--- src/rtl/hv_desat_det_if.sv ---
// hv_desat_det_if
//   Bundles the configuration, command, comparator and status signals of the
//   desaturation detector. clk and rst_n are not part of the bundle.
//   master : drives desat_dig_en, desat_blanking, desat_deglitch_sel,
//            pwm_on, desat_cmp, fault_clr; observes the status outputs.
//   slave  : the detector; observes the inputs, drives desat_flt,
//            desat_flt_pls, desat_blank_act (and desat_flt_cnt when
//            HV_DESAT_FLT_CNT_EN is defined).
interface hv_desat_det_if;
    logic       desat_dig_en;
    logic [2:0] desat_blanking;
    logic [2:0] desat_deglitch_sel;
    logic       pwm_on;
    logic       desat_cmp;
    logic       fault_clr;
    logic       desat_flt;
    logic       desat_flt_pls;
    logic       desat_blank_act;
`ifdef HV_DESAT_FLT_CNT_EN
    logic [7:0] desat_flt_cnt;
`endif

    modport master (
`ifdef HV_DESAT_FLT_CNT_EN
        input  desat_flt_cnt,
`endif
        output desat_dig_en, desat_blanking, desat_deglitch_sel,
        output pwm_on, desat_cmp, fault_clr,
        input  desat_flt, desat_flt_pls, desat_blank_act
    );

    modport slave (
`ifdef HV_DESAT_FLT_CNT_EN
        output desat_flt_cnt,
`endif
        input  desat_dig_en, desat_blanking, desat_deglitch_sel,
        input  pwm_on, desat_cmp, fault_clr,
        output desat_flt, desat_flt_pls, desat_blank_act
    );
endinterface

--- src/rtl/hv_desat_det.sv ---
// hv_desat_det
//   Gate-driver desaturation detector. After the driver turns on, the
//   comparator is ignored for a blanking window, then must stay high for a
//   deglitch run before a latched fault is raised. The fault is cleared by
//   fault_clr while the driver is commanded off.
// Ports
//   clk    : block clock, all state on the rising edge
//   rst_n  : asynchronous active-low reset
//   bus    : hv_desat_det_if.slave (config, pwm_on, desat_cmp, fault_clr,
//            desat_flt, desat_flt_pls, desat_blank_act)
// Optional feature
//   HV_DESAT_FLT_CNT_EN : adds the 8-bit saturating fault counter
//                         desat_flt_cnt to the interface.
module hv_desat_det #(
    parameter int BLK_STEP = 24,
    parameter int DGL_STEP = 8
) (
    input  logic           clk,
    input  logic           rst_n,
    hv_desat_det_if.slave  bus
);
    typedef enum logic [2:0] {
        ST_IDLE,
        ST_BLANK,
        ST_MON,
        ST_DGL,
        ST_FAULT
    } state_t;

    localparam logic [11:0] BLK_STEP_W = 12'(BLK_STEP);
    localparam logic [7:0]  DGL_STEP_W = 8'(DGL_STEP);

    state_t      state_q, state_d;
    logic        cmp_m_q, cmp_s_q;
    logic [11:0] blank_cnt_q, blank_cnt_d;
    logic [11:0] blank_len_q, blank_len_d;
    logic [7:0]  dgl_cnt_q, dgl_cnt_d;
    logic [7:0]  dgl_len_q, dgl_len_d;
    logic        flt_q, flt_d;
    logic        pls_q, pls_d;
    logic        blank_act_q, blank_act_d;
    logic        armed;

    // Detection is only meaningful while enabled and the gate is commanded on.
    assign armed = bus.pwm_on & bus.desat_dig_en;

    always_comb begin
        state_d     = state_q;
        blank_cnt_d = blank_cnt_q;
        blank_len_d = blank_len_q;
        dgl_cnt_d   = dgl_cnt_q;
        dgl_len_d   = dgl_len_q;
        flt_d       = flt_q;
        pls_d       = 1'b0;

        unique case (state_q)
            ST_IDLE: begin
                if (armed) begin
                    state_d     = ST_BLANK;
                    blank_cnt_d = '0;
                    blank_len_d = (12'(bus.desat_blanking) + 12'd1) * BLK_STEP_W;
                end
            end
            ST_BLANK: begin
                if (!armed) begin
                    state_d     = ST_IDLE;
                    blank_cnt_d = '0;
                    dgl_cnt_d   = '0;
                end else if (blank_cnt_q + 12'd1 == blank_len_q) begin
                    // Deglitch length is latched here so later selector
                    // changes cannot shorten a run already in progress.
                    state_d     = ST_MON;
                    blank_cnt_d = '0;
                    dgl_cnt_d   = '0;
                    dgl_len_d   = (8'(bus.desat_deglitch_sel) + 8'd1) * DGL_STEP_W;
                end else begin
                    blank_cnt_d = blank_cnt_q + 12'd1;
                end
            end
            ST_MON: begin
                if (!armed) begin
                    state_d   = ST_IDLE;
                    dgl_cnt_d = '0;
                end else if (cmp_s_q) begin
                    if (dgl_len_q == 8'd1) begin
                        state_d   = ST_FAULT;
                        flt_d     = 1'b1;
                        pls_d     = 1'b1;
                        dgl_cnt_d = '0;
                    end else begin
                        state_d   = ST_DGL;
                        dgl_cnt_d = 8'd1;
                    end
                end
            end
            ST_DGL: begin
                if (!armed) begin
                    state_d   = ST_IDLE;
                    dgl_cnt_d = '0;
                end else if (!cmp_s_q) begin
                    state_d   = ST_MON;
                    dgl_cnt_d = '0;
                end else if (dgl_cnt_q + 8'd1 == dgl_len_q) begin
                    state_d   = ST_FAULT;
                    flt_d     = 1'b1;
                    pls_d     = 1'b1;
                    dgl_cnt_d = '0;
                end else begin
                    dgl_cnt_d = dgl_cnt_q + 8'd1;
                end
            end
            ST_FAULT: begin
                // Clearing is only honoured with the gate commanded off.
                if (bus.fault_clr && !bus.pwm_on) begin
                    state_d = ST_IDLE;
                    flt_d   = 1'b0;
                end
            end
            default: begin
                state_d = ST_IDLE;
            end
        endcase

        blank_act_d = (state_d == ST_BLANK);
    end

    always_ff @(posedge clk or negedge rst_n) begin
        if (!rst_n) begin
            state_q     <= ST_IDLE;
            cmp_m_q     <= 1'b0;
            cmp_s_q     <= 1'b0;
            blank_cnt_q <= '0;
            blank_len_q <= '0;
            dgl_cnt_q   <= '0;
            dgl_len_q   <= '0;
            flt_q       <= 1'b0;
            pls_q       <= 1'b0;
            blank_act_q <= 1'b0;
        end else begin
            state_q     <= state_d;
            cmp_m_q     <= bus.desat_cmp;
            cmp_s_q     <= cmp_m_q;
            blank_cnt_q <= blank_cnt_d;
            blank_len_q <= blank_len_d;
            dgl_cnt_q   <= dgl_cnt_d;
            dgl_len_q   <= dgl_len_d;
            flt_q       <= flt_d;
            pls_q       <= pls_d;
            blank_act_q <= blank_act_d;
        end
    end

    assign bus.desat_flt       = flt_q;
    assign bus.desat_flt_pls   = pls_q;
    assign bus.desat_blank_act = blank_act_q;

`ifdef HV_DESAT_FLT_CNT_EN
    logic [7:0] flt_cnt_q, flt_cnt_d;

    // Counts fault entries, sticking at 255; only reset clears it.
    always_comb begin
        flt_cnt_d = flt_cnt_q;
        if (pls_d && (flt_cnt_q != 8'hFF)) begin
            flt_cnt_d = flt_cnt_q + 8'd1;
        end
    end

    always_ff @(posedge clk or negedge rst_n) begin
        if (!rst_n) begin
            flt_cnt_q <= '0;
        end else begin
            flt_cnt_q <= flt_cnt_d;
        end
    end

    assign bus.desat_flt_cnt = flt_cnt_q;
`endif
endmodule

--- src/flat_wrapper.sv ---
// flat-port wrapper written by rule: the top's interface ports become plain ports
module hv_desat_det_flat 
#(
    parameter int BLK_STEP = 24,
    parameter int DGL_STEP = 8
)
  (clk, rst_n, bus_desat_dig_en, bus_desat_blanking, bus_desat_deglitch_sel, bus_pwm_on, bus_desat_cmp, bus_fault_clr, bus_desat_flt, bus_desat_flt_pls, bus_desat_blank_act);
  hv_desat_det_if bus_i ();
  input  logic clk;
  input  logic rst_n;
  input wire logic [$bits(bus_i.desat_dig_en)-1:0] bus_desat_dig_en;
  input wire logic [$bits(bus_i.desat_blanking)-1:0] bus_desat_blanking;
  input wire logic [$bits(bus_i.desat_deglitch_sel)-1:0] bus_desat_deglitch_sel;
  input wire logic [$bits(bus_i.pwm_on)-1:0] bus_pwm_on;
  input wire logic [$bits(bus_i.desat_cmp)-1:0] bus_desat_cmp;
  input wire logic [$bits(bus_i.fault_clr)-1:0] bus_fault_clr;
  output wire logic [$bits(bus_i.desat_flt)-1:0] bus_desat_flt;
  output wire logic [$bits(bus_i.desat_flt_pls)-1:0] bus_desat_flt_pls;
  output wire logic [$bits(bus_i.desat_blank_act)-1:0] bus_desat_blank_act;
  assign bus_i.desat_dig_en = bus_desat_dig_en;
  assign bus_i.desat_blanking = bus_desat_blanking;
  assign bus_i.desat_deglitch_sel = bus_desat_deglitch_sel;
  assign bus_i.pwm_on = bus_pwm_on;
  assign bus_i.desat_cmp = bus_desat_cmp;
  assign bus_i.fault_clr = bus_fault_clr;
  assign bus_desat_flt = bus_i.desat_flt;
  assign bus_desat_flt_pls = bus_i.desat_flt_pls;
  assign bus_desat_blank_act = bus_i.desat_blank_act;
  hv_desat_det #(.BLK_STEP(BLK_STEP), .DGL_STEP(DGL_STEP)) u_core (.clk(clk), .rst_n(rst_n), .bus(bus_i));
endmodule
--- config.mk ---
export PLATFORM = sky130hd
export DESIGN_NAME = hv_desat_det_flat
export DESIGN_NICKNAME = d
export VERILOG_FILES = /design/src/rtl/hv_desat_det_if.sv /design/src/rtl/hv_desat_det.sv /design/src/flat_wrapper.sv
export SDC_FILE = /design/constraint.sdc
export NUM_CORES = 1
export LEC_CHECK = 0
export ABC_AREA = 0
export ABC_CLOCK_PERIOD_IN_PS = 3500
export CORE_ASPECT_RATIO = 1.4
export CORE_MARGIN = 4
export CORE_UTILIZATION = 40
export DETAILED_ROUTE_END_ITERATION = 16
export GPL_TIMING_DRIVEN = 0
export HOLD_SLACK_MARGIN = 0.1
export PLACE_DENSITY = 0.63
export SLEW_MARGIN = 20
export SYNTH_ARGS = -nofsm -noshare
export SYNTH_HDL_FRONTEND = slang
export SYNTH_SLANG_ARGS = --single-unit
--- constraint.sdc ---
create_clock -name clk -period 3.5 [get_ports clk]
set_clock_uncertainty 0.2 [all_clocks]
set_input_delay 0.7 -clock clk [delete_from_list [all_inputs] [get_ports clk]]
set_output_delay 0.7 -clock clk [all_outputs]
set_load 0.005 [all_outputs]
==> results of run 1 <==
[where the power goes]
part	internal, mW	switching, mW
registers	0.458	0.0176
clock network	0.158	0.165
logic	0.0623	0.0834
total	0.679	0.266
[cells in the final DEF (no fill, tap or decap), types with 2 or more instances in the layout]
cell and n:
dfrtp_1 38, nand2_1 37, inv_1 19, o21ai_0 18, xnor2_1 14, clkdlybuf4s50_1 13
nor2_1 10, ha_1 9, xor2_1 8, nand3_1 6, or3_1 6, and3_1 6
a21oi_1 6, clkbuf_8 6, or2_2 5, nor3_1 5, o22ai_1 5, mux2_2 5
clkbuf_1 4, buf_2 4, o221ai_1 4, mux2i_1 3, nor4_1 3, o211ai_1 3
o21a_1 2, o41ai_1 2, o31ai_1 2, and2_1 2, a31oi_1 2, nand3_2 2
or3_2 2, nand4_1 2, a211oi_1 2, or4_1 2, a21o_1 2
[area by class of cell]
class / count / area, µm² / area share, %
inverters: 19 / 71.3 / 2.55
clock buffers: 6 / 82.6 / 2.96
plain buffers: 7 / 32.5 / 1.17
multi-input cells: 197 / 1390 / 49.9
well taps: 70 / 87.6 / 3.14
flip-flops and latches: 38 / 951 / 34.1
clock inverters: 2 / 12.5 / 0.448
repair buffers: 16 / 160 / 5.74
[cell families after synthesis]
family                     after synthesis  share of synthesized area (%)
and+or+nand+nor                         97                           21.8
AOI/OAI and AO/OA                       59                           17.2
DFF                                     38                           38.9
buffers and inverters                   26                           4.25
xor gates and xnor gates                22                           7.89
adders and majority gates               10                           5.43
muxes                                    9                           4.46
[routing by layer]
layer	up-vias	global-route usage, %	wire (µm)	share of wire [%]
met3	8	3.59	155	3.1
met1	931	18.1	2160	43
met2	22	26.5	2640	52
li1	982	-	-	-
met4	0	5.72	111	2.2
met5	-	0	0	0
[registers in the layout, summed over array words and instances, names as in the netlist]
name                        flops
u_core.dgl_len_q                4
u_core.bus.desat_flt_pls        1
u_core.blank_cnt_q             12
u_core.cmp_s_q                  1
u_core.state_q                  3
u_core.blank_len_q              6
u_core.bus.desat_blank_act      1
u_core.dgl_cnt_q                8
u_core.cmp_m_q                  1
u_core.bus.desat_flt            1
[metrics by stage]
step	util, %	hold WS, ns	instance area, µm²
floorplan	-	0.131	2440
global placement	45.2	0.133	2670
detailed placement	45.7	0.139	2700
CTS	47.3	0.100	2790
global route	47.3	0.112	2790
finish	47.3	0.0947	2790
[final timing paths]
check                                             startpoint                                end  slack [ns]
max                        u_core.blank_cnt_q[4]$_DFFE_PN0P_    u_core.dgl_len_q[4]$_DFFE_PN0P_        0.71
min                                                    rst_n  u_core.blank_len_q[5]$_DFFE_PN0P_        0.09
max reg2reg                u_core.blank_cnt_q[4]$_DFFE_PN0P_    u_core.dgl_len_q[4]$_DFFE_PN0P_        0.71
min reg2reg                         u_core.cmp_m_q$_DFF_PN0_           u_core.cmp_s_q$_DFF_PN0_        0.15
max in group asynchronous                              rst_n  u_core.blank_cnt_q[9]$_DFFE_PN0P_        2.56
min in group clk                    u_core.cmp_m_q$_DFF_PN0_           u_core.cmp_s_q$_DFF_PN0_        0.15
[worst max-delay path, delay by kind of cell, from the launching register on]
kind,cells,cell delay (ns)
compound gates,1,0.38
mux,1,0.38
simple gates,4,1.18
buf+inv,1,0.19
flops,1,0.33
==> results.yml, run 1 <==
yosys:
  syn_area_um2: 2440
  avgSynthCellArea_um2: 9.36
  synth.largest_area_cell: "dfrtp_1"
  synth_cells: 261
  synth_edf_count: 0
  synth_seq_cells: 38
  postSynth.asyncResetShare_pct: 100
  synth_nets: 283
  yosysMostFrequentCell: "dfrtp_1"
  ys_types: 55
  seq_area_frac_synth_pct: 38.9
  ys.flop_type: "dfrtp_1"
  ys_warn_count: 0
  synth_top_area_share_pct: 38.9
  synth_common_cells: "dfrtp_1 (38), nand2_1 (37), inv_1 (19)"
  synth_area_leaders: "dfrtp_1 (39%), nand2_1 (5.7%), xnor2_1 (5.0%)"
routing:
  vias: 1943
  avgRoutedWirePerCell_um: 14.3
  drc: 0
  vias_per_cell: 5.47
  wl_um: 5070
  antenna_left: 0
  dr.pass1.iters: 4
  drt_iter0_markers: 68
die:
  fp-row-count: 33
  core_um2: 5900
  die_x_um: 74.0
  die_h_um: 100
  dieArea_um2: 7440
  ios: 15
  initial_core_util_pct: 41.4
setup_path:
  path_max_fanout: 9
  critPathArrivalTime_ns: 2.76
  start_kind: "register"
  cp_slowest_cell: "or3_1"
  path_cells: "buf_2 > nand3_2 > or3_1 > a211oi_1 > nand4_4 > nor3_4 > mux2_2"
  endpoint_kind: "register"
  critical_path.max_stage_delay_ns: 0.39
  cp.required_ns: 3.48
  reg2reg_depth: 7
  worstSetupPathType: "reg -> reg"
sta:
  tightest_slew_ns: 0.669
  min_period_ns: 2.79
  max_freq_ghz: 0.359
  timing.slew.headroom_pct: 55.3
  period_share_pct: 79.6
  hold_viol_final: 0
  layout_setup_ws_ns: 0.713
  slew_violations: 0
  finalSetupTns_ns: 0
  rsz0062_at_grt: "no"
  setup_violations: 0
layout:
  nFillCells: 598
  area_growth_pct: 14.3
  fin_nets: 306
  fin_cells: 355
  final_layout_size_suffix_gt1_share_pct: 14.0
  diodes: 0
clock_tree:
  insertion_delay_ns: 0.29
  hold_buffers: 0
  clkTransAtPathRegs_ns: 0.08
  post-cts-setup-buffers: 0
  root_buffer: "clkbuf_8"
  cts_tree: "built"
  clock_path_buffers: 2
  cts_resized: 0
  htreeDepth: 2
  cts_inserted_buffers: 5
  cts.sinks: 38
min_path:
  hp-class: "in -> async"
global_route:
  grt_pass1_wl_um: 8940
  antenna_found_initial: 0
  grtUsageTotal_pct: 15.3
  grt_pass1_vias: 1919
  grt_max_degree: 27
  grt_overflow: 0
pwr:
  p_per_area_nw_per_um2: 339
  leakage_nw: 1.15
  p_total_mw: 0.945
  vdd_ir_drop_max_mv: 0.170
placement:
  post-place-cells: 347
  gp_congestion: 0.798
  dp_slack_ns: 0.430
  numPortBuffers: 14
  dp_hpwl_um: 3910
flow_run:
  cap_violations: 0
outcome:
  status: "completed"
Note: power is estimated with default switching activity, not from simulation.
==> run 2, diff against run 1 <==
ABC_CLOCK_PERIOD_IN_PS = 2900   (was 3500)
clock period = 2.9 ns   (was 3.5 ns; I/O delays follow)
==> run 2 against run 1 <==
Critical path depth stayed put. Power is 21% higher. Via count is 0.31% higher. Critical path type unchanged. Largest cell class unchanged.
==> results.yml, run 2 (synthesized netlist as in run 1, its figures left out) <==
clock_tree:
  root_buffer: "clkbuf_8"
  cts.sinks: 38
  cts_tree: "built"
  clock_path_buffers: 2
  insertion_delay_ns: 0.29
  cts_inserted_buffers: 5
  clkTransAtPathRegs_ns: 0.08
  htreeDepth: 2
sta:
  setup_violations: 0
  slew_violations: 0
  hold_viol_final: 0
  tightest_slew_ns: 0.672
  min_period_ns: 2.76
  timing.slew.headroom_pct: 55.0
  rsz0062_at_grt: "yes"
  max_freq_ghz: 0.363
  layout_setup_ws_ns: 0.143
  period_share_pct: 95.1
layout:
  fin_nets: 310
  final_cell_mix: "dfrtp_1 (38), nand2_1 (37), inv_1 (19)"
  diodes: 0
  largest_reg_flops: 12
  final_layout_size_suffix_gt1_share_pct: 15.2
  seqCellArea_um2: 951
  area_growth_pct: 15.8
  multi_input_area_um2: 1400
  final_common_cell: "dfrtp_1"
  biggestRegsByFlops: "u_core.blank_cnt_q (12), u_core.dgl_cnt_q (8), u_core.blank_len_q (6)"
  design_area_um2: 2830
  largest_register: "u_core.blank_cnt_q"
  final_util_pct: 47.9
  nFillCells: 594
setup_path:
  cp_slowest_cell: "or4_4"
  critPathArrivalTime_ns: 2.73
  timing.rr.end: "u_core.dgl_len_q[4]$_DFFE_PN0P_"
  path_max_fanout: 9
  r2r_slack_ns: 0.14
  critical_path.max_stage_delay_ns: 0.55
  crit_start: "u_core.blank_cnt_q[4]$_DFFE_PN0P_"
  reg2reg_depth: 7
  path_cells: "buf_2 > nand3_2 > or4_4 > mux2i_4 > nand4_4 > nor3_4 > mux2_2"
  cp.required_ns: 2.88
  endpoint_kind: "register"
  r2r_start: "u_core.blank_cnt_q[4]$_DFFE_PN0P_"
  worstSetupPathType: "reg -> reg"
  crit_path_end: "u_core.dgl_len_q[4]$_DFFE_PN0P_"
  start_kind: "register"
placement:
  dp_hpwl_um: 3910
  numPortBuffers: 14
  postPlaceCellArea_um2: 2700
  gp_congestion: 0.798
  dp_slack_ns: -0.0497
routing:
  vias: 1949
  drt_iter0_markers: 75
  antenna_left: 0
  avgRoutedWirePerCell_um: 14.2
  wl_um: 5100
  dr.pass1.iters: 4
  drc: 0
  vias_per_cell: 5.43
outcome:
  status: "completed"
die:
  initial_core_util_pct: 41.4
  die_x_um: 74.0
  die_h_um: 100
  fp-row-count: 33
  core_um2: 5900
  dieArea_um2: 7440
  ios: 15
flow_run:
  cap_violations: 0
pwr:
  vdd_ir_drop_max_mv: 0.205
  p_total_mw: 1.14
  leakage_nw: 1.17
  p_per_area_nw_per_um2: 404
global_route:
  grt_overflow: 0
  grtUsageTotal_pct: 15.3
  grt_pass1_vias: 1919
  antenna_found_initial: 0
  grt_max_degree: 27
  grt_pass1_wl_um: 8940
min_path:
  hp-class: "reg -> reg"
==> run 2: cell count changes in the layout (fill, tap and decap cells not counted) <==
cell and delta:
a211oi_1 -1, a211oi_2 +1, buf_4 +3, dlygate4sd3_1 +1
==> run 2: how the worst min path moves through the flow <==
| stage | depth (start not counted) | slack, ns | from | end |
|---|---|---|---|---|
| 6_report | 0 | 0.15 | u_core.cmp_m_q$_DFF_PN0_ | u_core.cmp_s_q$_DFF_PN0_ |
| 5_1_grt | 0 | 0.16 | u_core.cmp_m_q$_DFF_PN0_ | u_core.cmp_s_q$_DFF_PN0_ |
| 4_1_cts | 0 | 0.16 | u_core.cmp_m_q$_DFF_PN0_ | u_core.cmp_s_q$_DFF_PN0_ |
| 3_5_place_dp | 0 | 0.14 | u_core.cmp_m_q$_DFF_PN0_ | u_core.cmp_s_q$_DFF_PN0_ |
| 3_3_place_gp | 0 | 0.13 | u_core.cmp_m_q$_DFF_PN0_ | u_core.cmp_s_q$_DFF_PN0_ |
| 2_1_floorplan | 0 | 0.08 | rst_n | u_core.blank_cnt_q[0]$_DFFE_PN0P_ |
==> run 2: layer usage <==
layer | track usage [%] | share of wire (%) | up-vias
li1 | - | - | 989
met1 | 18.1 | 43 | 929
met2 | 26.5 | 52 | 23
met3 | 3.59 | 3.2 | 8
met4 | 5.72 | 2.2 | 0
met5 | 0 | 0 | -
==> run 2: final cells by class <==
type,instances,area share (%)
inverters,19,2.52
clock buffers,6,2.92
plain buffers,7,1.15
multi-input cells,197,49.4
well taps,70,3.10
flip-flops and latches,38,33.6
repair buffers,20,6.81
clock inverters,2,0.442
==> run 2: critical path, delay by kind of cell (launching register included) <==
| kind | cells | cell delay, ns |
|---|---|---|
| and+or+nand+nor | 4 | 1.34 |
| DFF | 1 | 0.33 |
| buffers and inverters | 1 | 0.19 |
| muxes | 2 | 0.58 |
==> run 2: timing repair <==
| item | CTS | global route |
|---|---|---|
| hold buffers | 1 | 0 |
| resized for setup | 0 | 1 |
| setup buffers | 0 | 3 |
| hold endpoints to repair | 12 | 0 |
| endpoints found under the setup margin | 0 | 5 |
==> run 2: where the power goes <==
group / switching (mW) / internal (mW)
clock network: 0.198 / 0.191
logic: 0.102 / 0.0760
registers: 0.0213 / 0.553
==> run 2: through the flow <==
stage	std cells	hold slack (ns)	TNS (ns)
after detailed placement	347	0.139	-0.0645
after floorplan	261	0.0844	0
after global placement	345	0.133	-4.27
final	359	0.155	0
after global routing	359	0.159	-0.0189
after CTS	356	0.157	0
==> RTL change (config.mk and constraints of run 2) <==
`BLK_STEP` is set to 24 in 2 places; all go to 16.
--- a/src/rtl/hv_desat_det.sv
+++ b/src/rtl/hv_desat_det.sv
@@ -12,7 +12,7 @@
 //   HV_DESAT_FLT_CNT_EN : adds the 8-bit saturating fault counter
 //                         desat_flt_cnt to the interface.
 module hv_desat_det #(
-    parameter int BLK_STEP = 24,
+    parameter int BLK_STEP = 16,
     parameter int DGL_STEP = 8
 ) (
     input  logic           clk,
--- a/src/flat_wrapper.sv
+++ b/src/flat_wrapper.sv
@@ -1,7 +1,7 @@
 // flat-port wrapper written by rule: the top's interface ports become plain ports
 module hv_desat_det_flat 
 #(
-    parameter int BLK_STEP = 24,
+    parameter int BLK_STEP = 16,
     parameter int DGL_STEP = 8
 )
   (clk, rst_n, bus_desat_dig_en, bus_desat_blanking, bus_desat_deglitch_sel, bus_pwm_on, bus_desat_cmp, bus_fault_clr, bus_desat_flt, bus_desat_flt_pls, bus_desat_blank_act);
Behaviour: same outputs for any inputs over 10 cycles, from zero or initial values and one cycle with rst_n low; that may be too few to reach the edited logic, so the function may still have changed.
==> RTL change against run 2 <==
  * Worst setup slack lost 15 ps
  * Die area shrank 8.4%
  * Critical endpoint is now u_core.dgl_len_q[6]
  * First-iteration DRC count grew 44%
  * Wire length shrank 6.5%
  * Total power fell by 12%
  * Sequential cell count down 2
  * Synthesized area is 9.3% lower
  * Non-clock buffer count unchanged
  * Count of clock-buffer cells in the layout stayed put
  * Design area fell by 9.1%
==> RTL change: results (changes against run 2) <==
Final layout
  – Layout cells sized above 1: 11.5% (-3.7 points)
  – #MultiIn Comb: 186 (-5.6%)
  – Top flop regs: u_core.blank_cnt_q: 12 flops, u_core.dgl_cnt_q: 8 flops
  – Layout fillers: 531 (-11%)
  – Multi-input combinational area share: 47.2% (-2.3 points)
  – Logic inverters: 12 (-7)
  – ClkCell Share: 3.60% (+0.24 points)
  – Nets: 284 (-8.4%)
  – Fraction of area in registers: 35.1% (+1.5 points)
  – Non-clock buffer share: 9.20% (+1.2 points)

Logic synthesis
  – Netlist cell types: 51 (-7.3%)
  – Seq/Total Area, Yosys: 40.7% (+1.7 points)
  – Synth area leaders: dfrtp_1 41%, o21ai_0 5.6%, nand2_1 5.4%
  – XOR/XNOR Fraction of Synth Area: 6.32% (-1.6 points)
  – Synth Register Bits: 36 (-5.3%)
  – Area share of fa/ha/maj cells after synthesis: 2.26% (-3.2 points)
  – Main flop type after synthesis: dfrtp_1
  – Post-synthesis mux area share: 3.44% (-1.0 points)
  – Post-Syn Nets: 261 (-7.8%)
  – Area fraction in compound gates after synthesis: 17.7% (+0.52 points)
  – Syn Inst Count: 245 (-6.1%)
  – Synth cell count leaders: 36 x dfrtp_1, 32 x nand2_1, 25 x o21ai_0

Placement
  – Placed inst area: 0.00246 mm2 (-8.7%)
  – HPWL after detailed placement: 3600 um (-7.9%)
  – # placed instances: 326 (-6.1%)
  – Post-place setup slack: -113 ps (-62.9 ps)

Global route
  – Met1 Resource Use GR: 17.5% (-0.58 points)
  – Largest net degree at the start of global routing: 20 (-26%)
  – Vias in the first global route: 1841 (-4.1%)
  – Grt met2 use: 29.2% (+2.7 points)
  – Met3 usage: 3.76% (+0.17 points)
  – Global-route wire length before repair: 8570 um (-4.1%)
  – GRT Total Usage: 15.9% (+0.54 points)

Pwr
  – Power Density: 392 mW/mm2 (-2.8%)
  – P_leak: 1.09 nW (-7.4%)
  – VDD IR-drop max: 261 uV (+27%)

Setup path
  – R2R Setup Slk: 130 ps (-20 ps)
  – CP max-delay cell: dfrtp_1
  – Critical Path AT: 2740 ps (about the same)
  – Capture point of the worst reg-to-reg path: u_core.dgl_len_q[6]
  – Reg2reg start: u_core.blank_cnt_q[1]
  – Max FO, Critical Path: 7 (-2)

Routing
  – Wire length per cell: 14.2 um (+0.16%)
  – WL final: 4760 um (-6.5%)
  – Met2 wire len: 2550 um (-3.6%)
  – WL met1: 1980 um (-9.1%)
  – Vias/cell: 5.50 (+1.2%)
  – Initial DRC Count: 108 (+44%)

Status
  – Status: finished clean

Timing
  – Tightest Pin Transition: 593 ps (-79.3 ps)
  – Final hold slack: 150 ps (-5.17 ps)

Clocking
  – Worst-path clk slew: 70 ps
  – CTS root buffer: clkbuf_8
  – Clk_lat worst skew: roughly 280 ps

Die
  – Row cnt: 31 (-6.1%)
## RTL change: cell types whose count changed after synthesis, moves of 5 or more
cell	change
ha_1	-5
inv_1	-7
nand2_1	-5
nand3_1	+5
o21ai_0	+7
or2_2	-5
or3_1	-5
## RTL change: worst max path at each step
stage                                     start                      to  slack [ps]  cells past startpoint
after floorplan           u_core.blank_cnt_q[0]     u_core.dgl_cnt_q[0]         400                      7
after global placement               bus_pwm_on  u_core.blank_cnt_q[10]        -100                      8
after detailed placement             bus_pwm_on  u_core.blank_cnt_q[10]        -110                      8
after CTS                 u_core.blank_cnt_q[0]     u_core.dgl_cnt_q[0]          80                      7
after global routing      u_core.blank_cnt_q[1]     u_core.dgl_len_q[6]          -8                      7
final                     u_core.blank_cnt_q[1]     u_core.dgl_len_q[6]         130                      7
## RTL change: where the power goes
| part | switching (mW) | internal (mW) |
|---|---|---|
| combinational | 0.0582 | 0.0496 |
| clock | 0.177 | 0.190 |
| sequential | 0.0167 | 0.518 |
